==> src/rtl/dac_comp_sweep.sv <==
// Dual first-order PDM DAC with automatic comparator threshold search (ramp or SAR).
// Optional macro COMP_MAJORITY_EN: 2-of-3 vote over the last three samples of each step.
module dac_comp_sweep #(
   parameter int unsigned WIDTH  = 6,
   parameter int unsigned SETTLE = 2
) (
   input  logic             clk,
   input  logic             rst,
   input  logic             start,
   input  logic [1:0]       mode,
   input  logic [WIDTH-1:0] code_p,
   input  logic [WIDTH-1:0] code_m,
   input  logic             comp_in,
   output logic             dac_p,
   output logic             dac_m,
   output logic             busy,
   output logic             done,
   output logic [WIDTH-1:0] result,
   output logic             found
);

   localparam int unsigned T_STEP = SETTLE << WIDTH;
   localparam int unsigned CNT_W  = (T_STEP > 1) ? $clog2(T_STEP) : 1;
   localparam logic [CNT_W-1:0] CNT_LAST = CNT_W'(T_STEP - 1);
   localparam logic [WIDTH-1:0] CODE_MAX = '1;
   localparam logic [WIDTH-1:0] CODE_MSB = {1'b1, {(WIDTH-1){1'b0}}};

   typedef enum logic {
      S_IDLE = 1'b0,
      S_RUN  = 1'b1
   } state_t;

   state_t           state_q, state_d;
   logic [WIDTH-1:0] acc_p_q, acc_p_d;
   logic [WIDTH-1:0] acc_m_q, acc_m_d;
   logic             dac_p_q, dac_p_d;
   logic             dac_m_q, dac_m_d;
   logic             sync1_q, sync1_d;
   logic             sync2_q, sync2_d;
   logic [CNT_W-1:0] cnt_q, cnt_d;
   logic [WIDTH-1:0] trial_q, trial_d;
   logic [WIDTH-1:0] bit_q, bit_d;
   logic             sar_q, sar_d;
   logic             busy_q, busy_d;
   logic             done_q, done_d;
   logic [WIDTH-1:0] result_q, result_d;
   logic             found_q, found_d;

   logic [WIDTH-1:0] code_p_src_c;
   logic [WIDTH-1:0] sar_keep_c;
   logic             comp_s;
   logic             decision_c;
   logic             search_req_c;

   assign comp_s       = sync2_q;
   assign code_p_src_c = (state_q == S_RUN) ? trial_q : code_p;
   assign sar_keep_c   = decision_c ? (trial_q & ~bit_q) : trial_q;
   assign search_req_c = start && ((mode == 2'b01) || (mode == 2'b10));

   // PDM accumulators and comparator synchroniser
   always_comb begin
      {dac_p_d, acc_p_d} = {1'b0, acc_p_q} + {1'b0, code_p_src_c};
      {dac_m_d, acc_m_d} = {1'b0, acc_m_q} + {1'b0, code_m};
      sync1_d            = comp_in;
      sync2_d            = sync1_q;
   end

`ifdef COMP_MAJORITY_EN
   logic maj_a_q, maj_a_d;
   logic maj_b_q, maj_b_d;

   // Capture comp_s at counts T_STEP-3 and T_STEP-2 for the 2-of-3 vote
   always_comb begin
      maj_a_d = maj_a_q;
      maj_b_d = maj_b_q;
      if (cnt_q == CNT_LAST - CNT_W'(2)) maj_a_d = comp_s;
      if (cnt_q == CNT_LAST - CNT_W'(1)) maj_b_d = comp_s;
   end

   always_ff @(posedge clk) begin
      if (rst) begin
         maj_a_q <= 1'b0;
         maj_b_q <= 1'b0;
      end else begin
         maj_a_q <= maj_a_d;
         maj_b_q <= maj_b_d;
      end
   end

   assign decision_c = (maj_a_q & maj_b_q) | (maj_a_q & comp_s) | (maj_b_q & comp_s);
`else
   assign decision_c = comp_s;
`endif

   // Search sequencer: step timing, trial update and result capture
   always_comb begin
      state_d  = state_q;
      cnt_d    = cnt_q;
      trial_d  = trial_q;
      bit_d    = bit_q;
      sar_d    = sar_q;
      busy_d   = busy_q;
      done_d   = 1'b0;
      result_d = result_q;
      found_d  = found_q;

      case (state_q)
         S_IDLE: begin
            if (search_req_c) begin
               state_d = S_RUN;
               busy_d  = 1'b1;
               cnt_d   = '0;
               sar_d   = mode[1];
               trial_d = mode[1] ? CODE_MSB : '0;
               bit_d   = CODE_MSB;
            end
         end
         S_RUN: begin
            if (cnt_q != CNT_LAST) begin
               cnt_d = cnt_q + CNT_W'(1);
            end else begin
               cnt_d = '0;
               if (sar_q) begin
                  if (bit_q[0]) begin
                     state_d  = S_IDLE;
                     busy_d   = 1'b0;
                     done_d   = 1'b1;
                     result_d = sar_keep_c;
                     found_d  = 1'b1;
                  end else begin
                     trial_d = sar_keep_c | (bit_q >> 1);
                     bit_d   = bit_q >> 1;
                  end
               end else if (decision_c) begin
                  state_d  = S_IDLE;
                  busy_d   = 1'b0;
                  done_d   = 1'b1;
                  result_d = trial_q;
                  found_d  = 1'b1;
               end else if (trial_q == CODE_MAX) begin
                  state_d  = S_IDLE;
                  busy_d   = 1'b0;
                  done_d   = 1'b1;
                  result_d = CODE_MAX;
                  found_d  = 1'b0;
               end else begin
                  trial_d = trial_q + WIDTH'(1);
               end
            end
         end
         default: begin
            state_d = S_IDLE;
            busy_d  = 1'b0;
         end
      endcase
   end

   always_ff @(posedge clk) begin
      if (rst) begin
         state_q  <= S_IDLE;
         acc_p_q  <= '0;
         acc_m_q  <= '0;
         dac_p_q  <= 1'b0;
         dac_m_q  <= 1'b0;
         sync1_q  <= 1'b0;
         sync2_q  <= 1'b0;
         cnt_q    <= '0;
         trial_q  <= '0;
         bit_q    <= '0;
         sar_q    <= 1'b0;
         busy_q   <= 1'b0;
         done_q   <= 1'b0;
         result_q <= '0;
         found_q  <= 1'b0;
      end else begin
         state_q  <= state_d;
         acc_p_q  <= acc_p_d;
         acc_m_q  <= acc_m_d;
         dac_p_q  <= dac_p_d;
         dac_m_q  <= dac_m_d;
         sync1_q  <= sync1_d;
         sync2_q  <= sync2_d;
         cnt_q    <= cnt_d;
         trial_q  <= trial_d;
         bit_q    <= bit_d;
         sar_q    <= sar_d;
         busy_q   <= busy_d;
         done_q   <= done_d;
         result_q <= result_d;
         found_q  <= found_d;
      end
   end

   assign dac_p  = dac_p_q;
   assign dac_m  = dac_m_q;
   assign busy   = busy_q;
   assign done   = done_q;
   assign result = result_q;
   assign found  = found_q;

endmodule

==> config.mk <==
export PLATFORM = sky130hd
export DESIGN_NAME = dac_comp_sweep
export DESIGN_NICKNAME = d
export VERILOG_FILES = /design/src/rtl/dac_comp_sweep.sv
export SDC_FILE = /design/constraint.sdc
export NUM_CORES = 1
export LEC_CHECK = 0
export BUFFER_PORTS_ARGS = -buffer_cell sky130_fd_sc_hd__buf_2
export CAP_MARGIN = 20
export CORE_ASPECT_RATIO = 0.7
export CORE_MARGIN = 8
export CORE_UTILIZATION = 45
export DETAILED_ROUTE_END_ITERATION = 10
export HOLD_SLACK_MARGIN = 0.03
export PLACE_DENSITY = 0.76
export SLEW_MARGIN = 20
export SYNTH_ARGS = -nofsm -noshare
export SYNTH_HDL_FRONTEND = slang
export SYNTH_SLANG_ARGS = --single-unit
==> constraint.sdc <==
create_clock -name clk -period 5.55 [get_ports clk]
set_input_delay 0.555 -clock clk [delete_from_list [all_inputs] [get_ports clk]]
set_output_delay 0.555 -clock clk [all_outputs]
set_load 0.005 [all_outputs]
**Word level (Yosys, flattened, before mapping)**

Index checks and enable logic that the tools add are counted.

- Flip-flop bits (word level): 46
- Bits of input ports: 18
- Output and inout port bits: 11

- Add/subtract/negate cells: 4
- Eq/ne operators: 14
- Mux-type cells: 43
- Bitwise gates (word level): 5
- Reductions and logical operators: 10

Operators with widths:

| operator | number |
|---|---|
| 6-bit 2-to-1 mux | 17 |
| 6-bit case mux with 2 select lines | 2 |
| 1-bit 2-to-1 mux | 19 |
| 6-bit by 6-bit adder with 7-bit output | 2 |
| 7-bit 2-to-1 mux | 2 |
| 7-bit case mux with 2 select lines | 1 |
| 4-bit AND reduction | 3 |
| 3-bit inequality test, second input constant | 3 |
| 2-bit inequality test, second input constant | 4 |
| 7-bit by 1-bit adder with 7-bit output, second input constant | 1 |
| 7-bit inequality test, second input constant | 1 |
| 6-bit by 1-bit adder with 6-bit output, second input constant | 1 |
| 6-bit AND | 1 |
| 6-bit == test, second input constant | 1 |
| 6-bit inverter | 1 |
| 6-bit by 5-bit bitwise OR with 6-bit output | 1 |
| 5-bit AND reduction | 1 |
| 4-bit by 1-bit inequality test with 1-bit output, second input constant | 1 |
| 1-bit case mux with 2 select lines | 2 |
| 3-bit by 2-bit inequality test with 1-bit output, second input constant | 1 |
| 3-bit AND reduction | 1 |
| 3-bit nonzero test | 1 |
| 3-bit OR reduction | 1 |
| 2-bit by 1-bit == test with 1-bit output, second input constant | 1 |
| 6 further kinds | 7 |

**Logic depth before layout (Yosys ltp)**

- Depth after elaboration: 8
- Mapped depth: 10
- Gate-level depth less buffers: 9

**Worst setup path after synthesis**

No wires, ideal clock.

- Path kind: flip-flop to flip-flop
- Start: register state_q
- End: register acc_p_q[5]
- Library setup time: 0.141 ns
- Arrival time: 2.207 ns
- Data required time: 5.409 ns
- Slack: 3.202 ns
- Stages on the path, launching flop included: 10
- Buffers on the path: 2
- Clock period less this slack: 2.348 ns
- Path through: dfxtp_1 > buf_1 > clkbuf_1 > mux2_2 > ha_1 > inv_1 > nor4_1 > a41o_1 > a31oi_1 > o311ai_0

- Cells in the longest elaborated chain, start to end: 2

Ends and longest elaborated chain:

| what | RTL line | RTL |
|---|---|---|
| start, declared | 33 | `state_t state_q, state_d;` |
| start signal, assigned | 176 | `state_q <= state_d;` |
| 6-bit 2-to-1 mux | 56 | `assign code_p_src_c = (state_q == S_RUN) ? trial_q : code_p;` |
| 6-bit by 6-bit adder with 7-bit output | 62 | `{dac_p_d, acc_p_d} = {1'b0, acc_p_q} + {1'b0, code_p_src_c};` |
| end signal, assigned | 177 | `acc_p_q <= acc_p_d;` |
| end, declared | 34 | `logic [WIDTH-1:0] acc_p_q, acc_p_d;` |

Every way passes these cells.
A chain may end at the register's enable or synchronous reset.

**Worst setup path after layout**

- Start: register state_q
- End: register dac_p_q, in the netlist dac_p

- Cells in the longest elaborated chain, start to end: 2

Ends and longest elaborated chain:

| what | RTL line | RTL |
|---|---|---|
| 6-bit 2-to-1 mux | 56 |  |
| 6-bit by 6-bit adder with 7-bit output | 62 |  |
| end signal, assigned | 179 | `dac_p_q <= dac_p_d;` |
| end, declared | 36 | `logic dac_p_q, dac_p_d;` |

Every way passes these cells.

==> summary.md <==
| Metric | Value |
|---|---|
| ANT cells | 0 |
| Pleak | 0.001099 µW |
| Internal Power | 548.9 µW |
| Crit share post-route | 45.41% |
| Register share of total power | 49.1% |
| Slowest cell on crit path | dfxtp_1 |
| CP Data Arrival Time | 2.67 ns |
| First-pass DRT Iterations | 5 |
| Overall power | 783.3 µW |
| Remaining Overflow, GRT | 0 |
| Number of CTS-inserted buffers | 5 |
| Slew Limit Fails | 0 |
| Clock power frac | 25.7% |
| Routed Antenna Nets | 0 |
| Combinational Power Share | 25.2% |
| Initial antenna violation count | 0 |
| CORE AREA | 5230 µm² |
| Placer Congestion | 0.8224 |
| DIE AREA | 8085 µm² |
| Die X | 104.1 µm |
| Post-Synth Adder-Cell Area | 8.802% |
| Synth Flop Type | dfxtp_1 |
| Worst-path clk slew | 0.08 ns |
| Buf/Inv on CP | 1 |
| Commonest non-fill, non-tap cells in the layout | 46 x dfxtp_1, 29 x nor2_1, 28 x buf_2 |
| Post-synthesis mux area share | 5.988% |
| Endpoints failing hold | 0 |
| Synth Net Count | 313 |
| Crit. End Element | flop |
| Pwr dens | 287.9 nW/µm² |
| Final-report setup violation count | 0 |
| Worst Tran Pin Value | 0.8358 ns |
| Final clock skew | 0.009449 ns |
| RSZ-0062 raised after global routing | no |
| Achievable Freq | 396.8 MHz |
| Post-synthesis sequential area ratio | 37.67% |
| Port buffer count | 28 |
| Post-Synthesis Cell Area | 2445 µm² |
| Synth Area in Compound Gates | 20.68% |
| Psw | 234.3 µW |
| Synth warnings | 0 |
| DRC Markers | 0 |
| Multi-input gate area | 1426 µm² |
| Via density | 5.483 |
| Mapped Cells | 279 |
| CP delay by family, top | flip-flops |
| Crit start category | flop |
| Clk Latency, worst-skew pair | 0.30 ns |
| Tmin final | 2.520 ns |
| Largest family of logic cells by synthesized area | compound AO/OA/AOI/OAI gates |
| Dpl hpwl | 3.790 mm |
| CP Max Fanout | 22 |
| Sw Share | 29.92% |
| Status | complete, no violations |
| Largest net degree at the start of global routing | 47 |
| Asr flop ratio synth | 0% |
| 1st-iter DRT viols | 109 |
| Area grow syn2layout | 11.26% |
| Synth Area in Simple Gates | 20.37% |
| # clock sinks | 46 |
| I/O Pins | 29 |
| Max Root-Sink Buffers | 2 |
| Layout cells sized above 1 | 16.50% |
| Vias in the first global route | 1993 |
| Flip-flop and latch count after synthesis | 46 |
| CTS tree | built |
| Cell row count | 22 |
| Initial Util | 46.75% |
| Number of buffers added for setup after CTS | 0 |
| Post-Route Setup TNS | 0 ns |
| Crit path kind | flop to flop |
| CTS Hold Buffers Added | 0 |
| Chip height | 77.67 µm |
| Post-synthesis xor/xnor area fraction | 2.508% |
| Syn Area/Cell | 8.763 µm² |
| Crit path cell chain | mux2_2, ha_1, inv_1, fa_1, nor2b_1, o21ai_0, nand2b_1, a211oi_1, nor3_1 |
| Most common cell after layout, fill and taps aside | dfxtp_1 |
| First-pass GRT wire length | 9.232 mm |
| Hold WC Path Type | flop to flop |
| Number of synthesized flops with an enable pin | 0 |
| Total wire length | 5.267 mm |
| Number of fill cells in the layout | 507 |
| Clock root cell | clkbuf_8 |
| DR WL/cell | 14.05 µm |
| Maxcap violations | 0 |
| Rel. slew slack | 44.28% |
| Worst ir drop on vdd | 0.1497 mV |
| Worst stage delay on the critical path | 0.86 ns |
| Total track usage | 13.53% |
| Required @ worst endpoint | 5.70 ns |
| Sequential Area | 920.9 µm² |
| Number of gates resized after CTS | 0 |
| Post-synth cell types | 55 |
| Via count | 2056 |
| H-tree lvl count | 2 |
| Nets | 338 |
-- cell type report --
class / instances / area share (%)
clock buffers: 6 / 3.036
repair buffers: 29 / 5.428
flip-flops and latches: 46 / 33.85
well taps: 72 / 3.312
inverters: 14 / 1.932
multi-input cells: 208 / 52.44
-- registers in the layout, summed over array words and instances, names as in the netlist, 6 cells and up --
| name | cells |
|---|---|
| result | 6 |
| acc_p_q | 6 |
| acc_m_q | 6 |
| bit_q | 6 |
| trial_q | 6 |
| cnt_q | 7 |
-- kinds of logic after synthesis --
kind of cell,after synthesis
muxes,14
AOI/OAI and AO/OA,71
adders and majority gates,16
and+or+nand+nor,100
DFF,46
buffers and inverters,25
xor gates and xnor gates,7
-- worst paths after layout --
check,startpoint,to,slack (ns),cells after the start
hold / removal,sync1_q,comp_s,0.46,1
hold reg to reg,sync1_q,comp_s,0.46,1
setup reg to reg,state_q,dac_p,3.03,9
setup / recovery,state_q,dac_p,3.03,9
-- synthesized netlist by cell type (2+ instances only) --
| cell | count | area share [%] |
|---|---|---|
| dfxtp_1 | 46 | 38 |
| nor2_1 | 29 | 4.5 |
| a21oi_1 | 25 | 5.1 |
| nand2_1 | 19 | 2.9 |
| ha_1 | 14 | 7.2 |
| nand3_1 | 13 | 2.7 |
| inv_1 | 12 | 1.8 |
| mux2i_1 | 9 | 3.7 |
| clkbuf_1 | 8 | 1.2 |
| nor2b_1 | 8 | 2.0 |
| nor3_1 | 8 | 1.6 |
| o21ai_0 | 8 | 1.6 |
| nand2b_1 | 7 | 1.8 |
| xnor2_1 | 6 | 2.1 |
| mux2_2 | 5 | 2.3 |
| o211ai_1 | 5 | 1.5 |
| a21o_1 | 4 | 1.2 |
| and2_1 | 4 | 1.0 |
| o311ai_0 | 4 | 1.4 |
| a211oi_1 | 3 | 0.92 |
| a21boi_0 | 2 | 0.61 |
| a31oi_1 | 2 | 0.51 |
| buf_1 | 2 | 0.31 |
| fa_1 | 2 | 1.6 |
| nand4_1 | 2 | 0.51 |
| nor4_1 | 2 | 0.51 |
| o2111ai_1 | 2 | 0.72 |
-- power by group through the flow --
stage          Sequential (µW)  Combinational [µW]  Clock, µW
2_1_floorplan              384                 160          0
5_1_grt                    389                 229        220
3_3_place_gp               391                 191          0
4_1_cts                    385                 198        209
6_report                   384                 197        202
3_5_place_dp               392                 197          0
-- worst reg2reg max path, cell delays in order, from the launching register on --
cell,delay [ns]
dfxtp_1,0.86
mux2_2,0.42
ha_1,0.19
inv_1,0.07
fa_1,0.18
nor2b_1,0.06
o21ai_0,0.16
nand2b_1,0.11
a211oi_1,0.24
nor3_1,0.08
-- stage by stage --
step                      setup slack [ns]  hold WS, ns  utilization, %  area, µm²  cells
final                                3.030       0.4584           52.01       2720    375
after global routing                 2.766       0.4614           52.01       2720    375
after floorplan                      3.202       0.4138               -       2445    279
after detailed placement             3.021       0.4372           50.43       2638    369
after global placement               3.074       0.4349           50.43       2638    369
after CTS                            3.008       0.4513           52.01       2720    375
-- per-layer routing --
| metal | vias to the layer above | global-route usage [%] | wire (µm) |
|---|---|---|---|
| li1 | 1053 | - | - |
| met1 | 945 | 17.58 | 2617 |
| met2 | 54 | 21.14 | 2294 |
| met3 | 4 | 3.960 | 319 |
| met4 | 0 | 4.317 | 36 |
| met5 | - | 0 | 0 |
(Power assumes the default switching activity.)
